### src/rtl/rect_stream_dma.sv
// rect_stream_dma: five-pass rectangle DMA that resolves, clamps and streams rectangle fields to a GPU
module rect_stream_dma #(
  parameter int COORD_WIDTH = 16,
  parameter int ADDR_WIDTH  = 16,
  parameter int RECT_ADDR   = 256,
  parameter int N_RECTS     = 64,
  parameter int BATCH_SIZE  = 16,
  parameter int RECT_WORDS  = 6,
  parameter int SCREEN_W    = 640,
  parameter int SCREEN_H    = 480
) (
  input  logic                  clk,
  input  logic                  reset,
  input  logic                  copy_start,
  output logic [ADDR_WIDTH-1:0] mem_rd_addr,
  input  logic [15:0]           mem_rd_data,
  output logic [15:0]           dout,
  output logic                  dout_valid,
  input  logic                  dout_ready,
  output logic [2:0]            dout_field,
  input  logic                  batch_ack,
  output logic                  busy,
  output logic                  done
);
  localparam int CW = COORD_WIDTH;
  localparam int IW = $clog2(N_RECTS + 1);
  localparam int BW = $clog2(BATCH_SIZE + 1);
  localparam logic [ADDR_WIDTH-1:0] BASE = ADDR_WIDTH'(RECT_ADDR);
  localparam logic [ADDR_WIDTH-1:0] STEP = ADDR_WIDTH'(RECT_WORDS);
  localparam logic [2:0] S_IDLE = 3'd0, S_FLAG = 3'd1, S_A = 3'd2, S_B = 3'd3,
                         S_CALC = 3'd4, S_EMIT = 3'd5, S_BWAIT = 3'd6, S_DONE = 3'd7;
  logic [2:0] state_q, state_d, field_q, field_d;
  logic [ADDR_WIDTH-1:0] addr_q, addr_d, ptr_q, ptr_d;
  logic [IW-1:0] idx_q, idx_d;
  logic [BW-1:0] bcnt_q, bcnt_d;
  logic abs_q, abs_d, valid_q, valid_d;
  logic [CW-1:0] cursor_q, cursor_d, coord_q, coord_d;
  logic [15:0] dout_q, dout_d;
  logic [CW-1:0] rd, coord, base, val, lim, clamped;
  logic has_b, is_x, last_b;
  always_comb begin
    rd      = mem_rd_data[CW-1:0];
    has_b   = field_q == 3'd1 || field_q == 3'd3;
    is_x    = field_q < 3'd2;
    coord   = has_b ? coord_q : rd;
    base    = abs_q ? coord : cursor_q + coord;
    val     = has_b ? base + rd : base;
    lim     = is_x ? CW'(SCREEN_W) : CW'(SCREEN_H);
    clamped = val[CW-1] ? '0 : (val >= lim ? lim : val);
    last_b  = bcnt_q == BW'(BATCH_SIZE - 1);
    state_d  = state_q;
    field_d  = field_q;
    addr_d   = addr_q;
    ptr_d    = ptr_q;
    idx_d    = idx_q;
    bcnt_d   = bcnt_q;
    abs_d    = abs_q;
    valid_d  = valid_q;
    cursor_d = cursor_q;
    coord_d  = coord_q;
    dout_d   = dout_q;
    case (state_q)
      S_IDLE: if (copy_start) begin
        state_d  = S_FLAG;
        field_d  = 3'd0;
        addr_d   = BASE;
        ptr_d    = BASE;
        idx_d    = '0;
        bcnt_d   = '0;
        abs_d    = 1'b0;
        cursor_d = '0;
      end
      S_FLAG: begin
        state_d = S_A;
        addr_d  = ptr_q + (field_q == 3'd4 ? ADDR_WIDTH'(5) : is_x ? ADDR_WIDTH'(1) : ADDR_WIDTH'(2));
      end
      S_A: begin
        abs_d   = mem_rd_data[0];
        state_d = has_b ? S_B : S_CALC;
        addr_d  = has_b ? ptr_q + (field_q == 3'd1 ? ADDR_WIDTH'(3) : ADDR_WIDTH'(4)) : addr_q;
      end
      S_B: begin
        coord_d = rd;
        state_d = S_CALC;
      end
      S_CALC: begin
        dout_d   = field_q == 3'd4 ? mem_rd_data : 16'(clamped);
        valid_d  = 1'b1;
        cursor_d = field_q != 3'd4 && abs_q ? coord : cursor_q;
        state_d  = S_EMIT;
      end
      S_EMIT: if (dout_ready) begin
        valid_d = 1'b0;
        idx_d   = idx_q + IW'(1);
        ptr_d   = ptr_q + STEP;
        bcnt_d  = last_b ? '0 : bcnt_q + BW'(1);
        state_d = last_b ? S_BWAIT : S_FLAG;
        addr_d  = last_b ? addr_q : ptr_q + STEP;
      end
      S_BWAIT: if (batch_ack) begin
        if (idx_q == IW'(N_RECTS)) begin
          state_d  = field_q == 3'd4 ? S_DONE : S_FLAG;
          field_d  = field_q == 3'd4 ? field_q : field_q + 3'd1;
          idx_d    = '0;
          ptr_d    = BASE;
          addr_d   = BASE;
          cursor_d = '0;
        end else begin
          state_d = S_FLAG;
          addr_d  = ptr_q;
        end
      end
      default: state_d = S_IDLE;
    endcase
  end
  always_ff @(posedge clk) begin
    if (reset) begin
      state_q  <= S_IDLE;
      field_q  <= 3'd0;
      addr_q   <= BASE;
      ptr_q    <= BASE;
      idx_q    <= '0;
      bcnt_q   <= '0;
      abs_q    <= 1'b0;
      valid_q  <= 1'b0;
      cursor_q <= '0;
      coord_q  <= '0;
      dout_q   <= '0;
    end else begin
      state_q  <= state_d;
      field_q  <= field_d;
      addr_q   <= addr_d;
      ptr_q    <= ptr_d;
      idx_q    <= idx_d;
      bcnt_q   <= bcnt_d;
      abs_q    <= abs_d;
      valid_q  <= valid_d;
      cursor_q <= cursor_d;
      coord_q  <= coord_d;
      dout_q   <= dout_d;
    end
  end
  assign mem_rd_addr = addr_q;
  assign dout        = dout_q;
  assign dout_valid  = valid_q;
  assign dout_field  = field_q;
  assign busy        = state_q != S_IDLE;
  assign done        = state_q == S_DONE;
endmodule
### config.mk
export PLATFORM = sky130hd
export DESIGN_NAME = rect_stream_dma
export DESIGN_NICKNAME = d
export VERILOG_FILES = /design/src/rtl/rect_stream_dma.sv
export SDC_FILE = /design/constraint.sdc
export NUM_CORES = 1
export LEC_CHECK = 0
export CORE_ASPECT_RATIO = 0.5
export CORE_MARGIN = 2
export CORE_UTILIZATION = 55
export CTS_BUF_LIST = sky130_fd_sc_hd__clkbuf_16
export DETAILED_ROUTE_END_ITERATION = 16
export HOLD_SLACK_MARGIN = 0.03
export PLACE_DENSITY = 0.76
export SLEW_MARGIN = 20
export SYNTH_ARGS = -nofsm -noshare
export SYNTH_HDL_FRONTEND = slang
export SYNTH_SLANG_ARGS = --single-unit
export TNS_END_PERCENT = 20
### constraint.sdc
create_clock -name clk -period 8.81 [get_ports clk]
set_input_delay 1.3215 -clock clk [delete_from_list [all_inputs] [get_ports clk]]
set_output_delay 1.3215 -clock clk [all_outputs]
set_load 0.02 [all_outputs]
==> run metrics <==
status=completed; FP Rows=29; Final HPWL DP=13810 um; most common cell after layout, fill and taps aside=a21oi_1; Root Buffer=clkbuf_16; final slew viol count=0; postcts setup bufs=0; Initial Utilization=57.28%; insertion delay to the later sink of the worst-skew pair=0.36 ns; chip height=85.78 um; total power=1.139 mW; Filler cells=1167; top post-synthesis cells by area=dfxtp_1 27%, a21oi_1 9.1%, ha_1 8.5%; Max IR drop VDD=87.57 uV; Antenna Nets Post-Route=0; Switch Pwr=378.2 uW; Final Skew=0.009875 ns; number of global-route vias before repair=6762; Wirelength per Cell=16.57 um; Leakage=3.026 nW; Place WS=1.688 ns; Area growth, synth to finish=12.09%; # resized after CTS=0; FMAX=143.6 MHz; Mapped Cells=1010; clock sinks=100; multi-input logic area=4969 sq um; Cell Count Post-Placement=1180; Primary FF master, synth=dfxtp_1; sequential area share after synthesis=27.21%; hold slack=0.4537 ns; largest net degree at the start of global routing=96; Clock Power Share=35.0%; Reg clk slew, reported paths=0.07 ns; Final Hold Fails=0; final wirelength=19820 um; most frequent cells in the layout=134 x a21oi_1, 123 x nand2_1, 116 x nor2_1; RSZ-0062 raised after global routing=no; CP max FO=25; CTS buffer count=9; via count=7376; worst slew pin tran=1.007 ns; power per cell area=138.1 nW/um^2; H-Tree Depth=3; register area=2002 sq um; cts hold-fix bufs=0; CP endpoint kind=register; CTS tree=built; post-layout util=64.20%; CTS Buffer Depth=2; Reg2Reg Launch Point=dout_field[1]$_SDFFE_PP0P_; share of cells above drive strength 1=5.458%; Tot GR Track Use=27.55%; share of the synthesized area in the top cell type=27.21%; fin cells=1196; DRC violations left=0; Critical-path top delay cell=or2_1; Syn Std Cell Area=7357 sq um; sw frac=33.21%; 1st-iter DRT viols=557; Core Area=12840 sq um; Slew headroom=32.87%; syn nets=1084; Worst Setup SP=dout_field[1]$_SDFFE_PP0P_; number of synthesized flops with an enable pin=0; GRT Residual Overflow=0; HP Class=reg -> reg; Worst Slack Setup Final=1.846 ns; diode count=0; Synth Register Bits=100; internal power=760.7 uW; setup TNS=0 ns; GP Congestion=0.9815; Setup Crit Path Kind=reg -> reg; Vias/cell=6.167; I/O Pins=59; fin nets=1095; Port Buffers=58; antenna violations before repair=0; Synth Warn #=0; fin crit share=79.05%; crit path DAT=7.23 ns; max-cap violations=0; Die ar.=14370 sq um; Yosys top cell by area=dfxtp_1; crit path time final=6.964 ns; count of final setup violators=0; DRT Pass-1 Iters=5; Avg Cell Area, Syn=7.284 sq um; chip width=167.6 um; Final Instance Area=8247 sq um; CP peak stage delay=0.44 ns; Crit path required time=9.08 ns; first-pass GRT wire length=32560 um; Critical Path Start Type=register; logic gate share of total power=23.7%; Flop pwr share=41.3%; fraction of registers with async set/reset=0%; Yosys cell types=70; placed inst area=7950 sq um; Hold Crit Start=coord_q[3]$_SDFFE_PP0N_
sequential cells by signal, indices dropped and copies added (netlist names):
signal       flops
cursor_q        16
dout_field       3
coord_q         16
bcnt_q           5
mem_rd_addr     16
ptr_q           16
idx_q            7
dout            16
state_q          3
dout_valid       1
abs_q            1
area by class of cell:
cell class,instances,area share [%]
well taps,170,2.579
clock inverters,7,0.8345
flip-flops and latches,100,24.28
repair buffers,66,7.738
multi-input cells,809,60.25
clock buffers,9,2.731
inverters,35,1.593
cell usage after synthesis (16+ instances only):
library cell  count
nor2_1          116
a22oi_1          19
xor2_1           16
nand2_1         124
a21oi_1         134
clkbuf_1         55
dfxtp_1         100
inv_1            35
nand3_1          22
o21ai_0          62
a21o_1           18
mux2i_1          16
nand4_1          17
ha_1             50
nor3_1           29
cell families (layout without fill, tap and decap cells):
group           Yosys count  after routing  share of synthesized area (%)
xor+xnor                 30             30                          3.827
flops                   100            100                          27.21
buf+inv                 101            117                          5.289
fa+ha+maj                53             53                          9.320
mux                      21             21                          2.942
compound gates          325            325                          27.52
simple gates            380            380                          23.89
metal layers:
| layer | up-vias | wire (um) | track usage, % |
|---|---|---|---|
| met3 | 48 | 1076 | 4.938 |
| met1 | 3482 | 8890 | 35.11 |
| met4 | 0 | 467 | 9.486 |
| met2 | 228 | 9381 | 47.76 |
| li1 | 3618 | - | - |
| met5 | - | 0 | 0 |
power by group through the flow:
stage	sequential, mW	combinational [mW]	clock, mW
5_1_grt	0.472	0.296	0.421
6_report	0.471	0.270	0.398
2_1_floorplan	0.481	0.190	0
3_3_place_gp	0.481	0.260	0
3_5_place_dp	0.481	0.264	0
4_1_cts	0.470	0.266	0.406
worst max-delay path, delay by kind of cell (launching register included):
| family | cells | cell delay, ns |
|---|---|---|
| xor+xnor | 2 | 0.32 |
| buf+inv | 3 | 0.60 |
| mux | 1 | 0.42 |
| flops | 1 | 0.38 |
| fa+ha+maj | 4 | 1.14 |
| compound gates | 11 | 2.42 |
| simple gates | 10 | 1.56 |
final timing paths:
| check | slack, ns | endpoint | cells past startpoint |
|---|---|---|---|
| worst min-delay path | 0.45 | coord_q[3]$_SDFFE_PP0N_ | 2 |
| worst min register to register | 0.45 | coord_q[3]$_SDFFE_PP0N_ | 2 |
| worst max-delay path | 1.85 | dout[3]$_SDFFE_PP0P_ | 31 |
| worst max register to register | 1.85 | dout[3]$_SDFFE_PP0P_ | 31 |
Power figures use the tool's default switching activity.
